$ cat config.mk
export PLATFORM = sky130hd
export DESIGN_NAME = uart_rx_fifo_ctrl
export DESIGN_NICKNAME = d
export VERILOG_FILES = /design/src/rtl/uart_rx_fifo_ctrl.sv
export SDC_FILE = /design/constraint.sdc
export NUM_CORES = 1
export LEC_CHECK = 0
export ABC_CLOCK_PERIOD_IN_PS = 5910
export CORE_MARGIN = 8
export CORE_UTILIZATION = 35
export CTS_BUF_LIST = sky130_fd_sc_hd__clkbuf_2
export DETAILED_ROUTE_END_ITERATION = 16
export PLACE_DENSITY = 0.56
export SYNTH_ARGS = -nofsm -noshare
export SYNTH_HDL_FRONTEND = slang
export SYNTH_SLANG_ARGS = --single-unit
$ cat constraint.sdc
create_clock -name sys_clk -period 5.91 [get_ports sys_clk]
set_clock_uncertainty 0.15 [all_clocks]
set_input_delay 1.182 -clock sys_clk [delete_from_list [all_inputs] [get_ports sys_clk]]
set_output_delay 1.182 -clock sys_clk [all_outputs]
set_load 0.02 [all_outputs]
$ cat src/rtl/uart_rx_fifo_ctrl.sv
// Receive-side byte FIFO between the UART receiver and the CPU MEM stage.
// Captures a byte on each rising RX_status and exposes data/status registers.
module uart_rx_fifo_ctrl #(
  parameter int          DEPTH    = 16,
  parameter int          PTR_W    = 4,
  parameter logic [31:0] RXD_ADDR = 32'h4000_0018,
  parameter logic [31:0] CON_ADDR = 32'h4000_0020
) (
  input  logic        sys_clk,
  input  logic        reset,
  input  logic [7:0]  RX_data,
  input  logic        RX_status,
  input  logic        MemRead,
  input  logic        MemWrite,
  input  logic [31:0] Address,
  input  logic [31:0] WriteData,
  output logic [31:0] ReadData,
  output logic        irq
);

  localparam logic [PTR_W:0] FULL_COUNT = (PTR_W + 1)'(DEPTH);

  logic [7:0]     mem [DEPTH];
  logic [PTR_W-1:0] rd_ptr;
  logic [PTR_W-1:0] wr_ptr;
  logic [PTR_W:0]   count;
  logic             overflow;
  logic             irq_en;
  logic             prev_status;
  logic             irq_q;

  logic       push;
  logic       pop;
  logic       full;
  logic       valid;
  logic       do_write;
  logic       set_ovf;
  logic       con_write;
  logic [8:0] count9;
  logic       unused_bits;

  assign full      = (count == FULL_COUNT);
  assign valid     = (count != '0);
  assign push      = RX_status & ~prev_status & ~reset;
  assign pop       = MemRead & (Address == RXD_ADDR) & valid;
  // A full FIFO still accepts a byte when a pop frees a slot in the same cycle.
  assign do_write  = push & (~full | pop);
  assign set_ovf   = push & full & ~pop;
  assign con_write = MemWrite & (Address == CON_ADDR);
  assign count9    = 9'(count);
  assign irq       = irq_q;

  assign unused_bits = ^{WriteData[31:4], WriteData[1:0]};

  always_ff @(posedge sys_clk) begin
    prev_status <= RX_status;
  end

  always_ff @(posedge sys_clk) begin
    if (do_write) begin
      mem[wr_ptr] <= RX_data;
    end
  end

  always_ff @(posedge sys_clk) begin
    if (reset) begin
      rd_ptr   <= '0;
      wr_ptr   <= '0;
      count    <= '0;
      overflow <= 1'b0;
      irq_en   <= 1'b0;
      irq_q    <= 1'b0;
    end else begin
      if (do_write) begin
        wr_ptr <= wr_ptr + 1'b1;
      end
      if (pop) begin
        rd_ptr <= rd_ptr + 1'b1;
      end
      if (do_write && !pop) begin
        count <= count + 1'b1;
      end else if (pop && !do_write) begin
        count <= count - 1'b1;
      end
      if (con_write) begin
        irq_en <= WriteData[3];
      end
      // Set beats a clear requested in the same cycle.
      if (set_ovf) begin
        overflow <= 1'b1;
      end else if (con_write && WriteData[2]) begin
        overflow <= 1'b0;
      end
      irq_q <= irq_en & valid;
    end
  end

  always_comb begin
    ReadData = 32'h0;
    if (MemRead) begin
      if (Address == RXD_ADDR) begin
        if (valid) begin
          ReadData = {24'h0, mem[rd_ptr]};
        end
      end else if (Address == CON_ADDR) begin
        ReadData = {19'h0, count9, irq_en, overflow, full, valid};
      end
    end
  end

endmodule
Word level (Yosys, flattened, before mapping):

Memory sizes are Yosys's and may differ from the RTL's. A register that Yosys moved wholly into a read port is not among the register bits.
Index checks and enable logic that the tools add are counted.

* memories: 1
* bits of input ports: 77
* RAM bits: 128
* flip-flop bits (word level): 17
* word-level logic and storage cells: 49

* mux-type cells: 12
* eq/ne operators: 3
* add/subtract/negate cells: 4
* reductions and logical operators: 8
* bitwise gates (word level): 14

Memories
* mem: depth 16, width 8, rd ports 1, clocked after Yosys merged registers in 1, wr ports 1, line 23 `logic [7:0] mem [DEPTH];`

Operators with widths (number)
* $eq 32x31->1 const B: 2
* $mux 32: 2
* $mux 5: 2
* $and 1x1->1: 9
* $mux 9: 1
* $add 4x1->4 const B: 2
* $mux 4: 2
* $mux 8: 1
* $add 5x1->5 const B: 1
* $eq 5x5->1 const B: 1
* $reduce_bool 5->1: 1
* $sub 5x1->5 const B: 1
* $mux 1: 4
* $not 1->1: 4
* $reduce_bool 2->1: 2
* $logic_and 1x1->1: 3
* $logic_not 1->1: 2
* $or 1x1->1: 1

Longest topological paths before layout:

* depth after elaboration: 9
* mapped depth: 14
* mapped depth without buffers: 12

Worst setup path before layout:

OpenSTA, ideal clock, no wires.

* path kind: input-to-output
* start: input Address[25]
* end: output ReadData[0]
* buffers on the path: 0
* arrival: 3.145 ns
* stages: 4
* data required time: 4.578 ns
* slack: 1.433 ns
* cell sequence: nor4_1 -> nand4_1 -> or2_2 -> a2111oi_0

* longest elaborated chain between the ends: 4
* elaborated cells between the ends (all ways): 5
* classes of those cells: eq/ne: 2; mux: 3

Ends and longest elaborated chain
* start: declaration: line 15 `input logic [31:0] Address,`
* $eq 32x31->1: line 105 `end else if (Address == CON_ADDR) begin`
* $mux 9: line 105
* $mux 32 *: line 101 `if (Address == RXD_ADDR) begin`
* $mux 32 *: line 100 `if (MemRead) begin`
* end: declaration: line 17 `output logic [31:0] ReadData,`

Mark *: on every way between the ends. The rest lies on a longest branch, timed or not.

Final worst setup path:

* start: input Address[25]
* end: output ReadData[1]

Same word-level chain as after synthesis.

==> results.toml <==
[sta]
slew_violations = 0
layout_min_cycle_time_ns = 5.16
holdWs_ns = 0.361
tightestPinTransition_ns = 0.792
fin_ws_ns = 0.746
setup_viol = 0
finalSetupTns_ns = 0
hold_viol_final = 0
slew_headroom = 0.467
fmax_mhz = 194
post-route-period-util = 0.874
rsz0062_at_grt = "no"

[floorplanning]
pin_count = 110
die_y_um = 152
rows = 49
start_util = 0.357
dieWidth_um = 152
fp.dieArea_mm2 = 0.0230
coreArea_mm2 = 0.0180

[logic_synthesis]
synth_top_cell_area_share = 0.597
yosys-top-cells-area = "edfxtp_1 (60%), mux4_2 (12%), dfxtp_1 (6.5%)"
async_flop_share = 0
ys_types = 51
ys_ff_latch = 149
yosys.area.top_type = "edfxtp_1"
synth.cell_area_mm2 = 0.00643
synth_edf_count = 128
yosys_warnings = 0
synth_ff_type = "edfxtp_1"
yosysSeqAreaShare = 0.663
syn_inst = 383
syn_area_per_cell_um2 = 16.8

[finish]
drive_gt1_frac = 0.179
area_growth_pct = 14.7
final_cell_mix = "edfxtp_1 (128), clkdlybuf4s50_1 (56), mux4_2 (33)"
fin_nets = 533
fin_cells = 688
fillers = 1626
final_area_mm2 = 0.00738
final_common_cell = "edfxtp_1"
utilization = 0.409

[grt]
grt_pass1_vias = 3581
antenna_found_initial = 0
grt_pass1_wl_mm = 20.9
grt_max_degree = 26
grt_overflow = 0
gr-usage-all-layers = 0.123

[clock_network]
htreeDepth = 4
cts_max_path_buffers = 2
cts_resized = 0
clock-sinks = 149
root_buffer = "clkbuf_2"
cts_hold_buf = 0
cts_tree = "yes"
cts_buffers = 17
cts_setup_buffers = 0
path_clk_slew_ns = 0.20
worstSkewPairLatency_ns = 0.68

[setup_path]
worstPathRequired_ns = 4.58
cp_max_fo = 7
critPathKind = "in -> out"
cp-end-kind = "output pin"
start_kind = "input pin"
cp.arrival_ns = 3.83

[pwr]
power_density_mw_per_mm2 = 249
total_power_mw = 1.84
ir_drop_v = 0.000206
p_leak_nw = 2.37

[job]
cap_viol_max_count = 0

[status]
status = "finished, final reports clean"

[drt]
drt_drc_violations_left = 0
drtIter0Drc = 238
vias = 3432
dr.pass1.iters = 4
drt-vias-per-instance = 4.99
ant_nets = 0
drt-wirelength-per-cell_um = 19.5
drt-total-wl_mm = 13.4

[place]
hpwl_mm = 9.10
routabilityCongestion = 0.742
pre_cts_slack_ns = 0.719
place_area_mm2 = 0.00713
dp.cells = 655
port_buffers = 56

[worst_hold_path]
min_path_type = "reg -> reg"
==> area by class of cell <==
class / count / area (um^2) / area share
clock buffer: 18 / 90.1 / 0.0122
inverter: 10 / 37.5 / 0.00509
multi-input combinational: 206 / 1950 / 0.264
clock inverter: 14 / 151 / 0.0205
tap: 229 / 287 / 0.0388
timing repair buffer: 61 / 598 / 0.0811
antenna: 1 / 2.50 / 0.000339
sequential: 149 / 4270 / 0.578
==> worst paths after layout <==
check               from     endpoint  slack (ns)  cells after the start
max          Address[25]  ReadData[1]        0.75                      7
min               irq_en          irq        0.36                      1
max reg2reg     count[0]     count[4]        2.16                     13
min reg2reg       irq_en          irq        0.36                      1
==> routing by layer <==
layer  GRT usage  share of wire
met1       0.159           0.44
met2       0.196           0.46
met3      0.0401          0.083
met4      0.0299          0.013
met5           0              0
==> worst max-delay path, cell delays in order <==
cell and delay [ns]:
clkdlybuf4s50_1 0.39, nor4_1 0.30, nand4_1 0.33, or2_2 0.43, nor3_4 0.35, a32o_1 0.23, clkdlybuf4s50_1 0.61
==> registers in the layout (all words and copies together) (netlist names), named ones only <==
name         cells
prev_status      1
overflow         1
count            5
rd_ptr           4
wr_ptr           4
mem            128
irq              1
irq_en           1
==> power breakdown <==
group	switching [mW]	internal, mW
clock	0.377	0.201
combinational	0.0577	0.0465
sequential	0.00632	1.15
total	0.441	1.39
==> Yosys cell counts, types with 6 or more instances <==
master and n:
nor2_1 20, a21oi_1 11, buf_4 24, edfxtp_1 128, dfxtp_1 21, a22o_1 6
nor2b_1 10, and3_1 10, a211oi_1 7, ha_1 10, mux2i_1 12, inv_1 10
clkbuf_1 6, mux4_2 33
==> cell families (layout without fill, tap and decap cells) <==
| group | count (synthesis) | after routing | synth area share |
|---|---|---|---|
| xor+xnor | 7 | 7 | 0.00953 |
| flops | 149 | 149 | 0.663 |
| mux | 47 | 47 | 0.138 |
| fa+ha+maj | 11 | 11 | 0.0226 |
| buf+inv | 50 | 103 | 0.0476 |
| other cells | 1 | 24 | 0.000583 |
| compound gates | 37 | 37 | 0.0391 |
| simple gates | 81 | 81 | 0.0801 |
(Power assumes the default switching activity.)
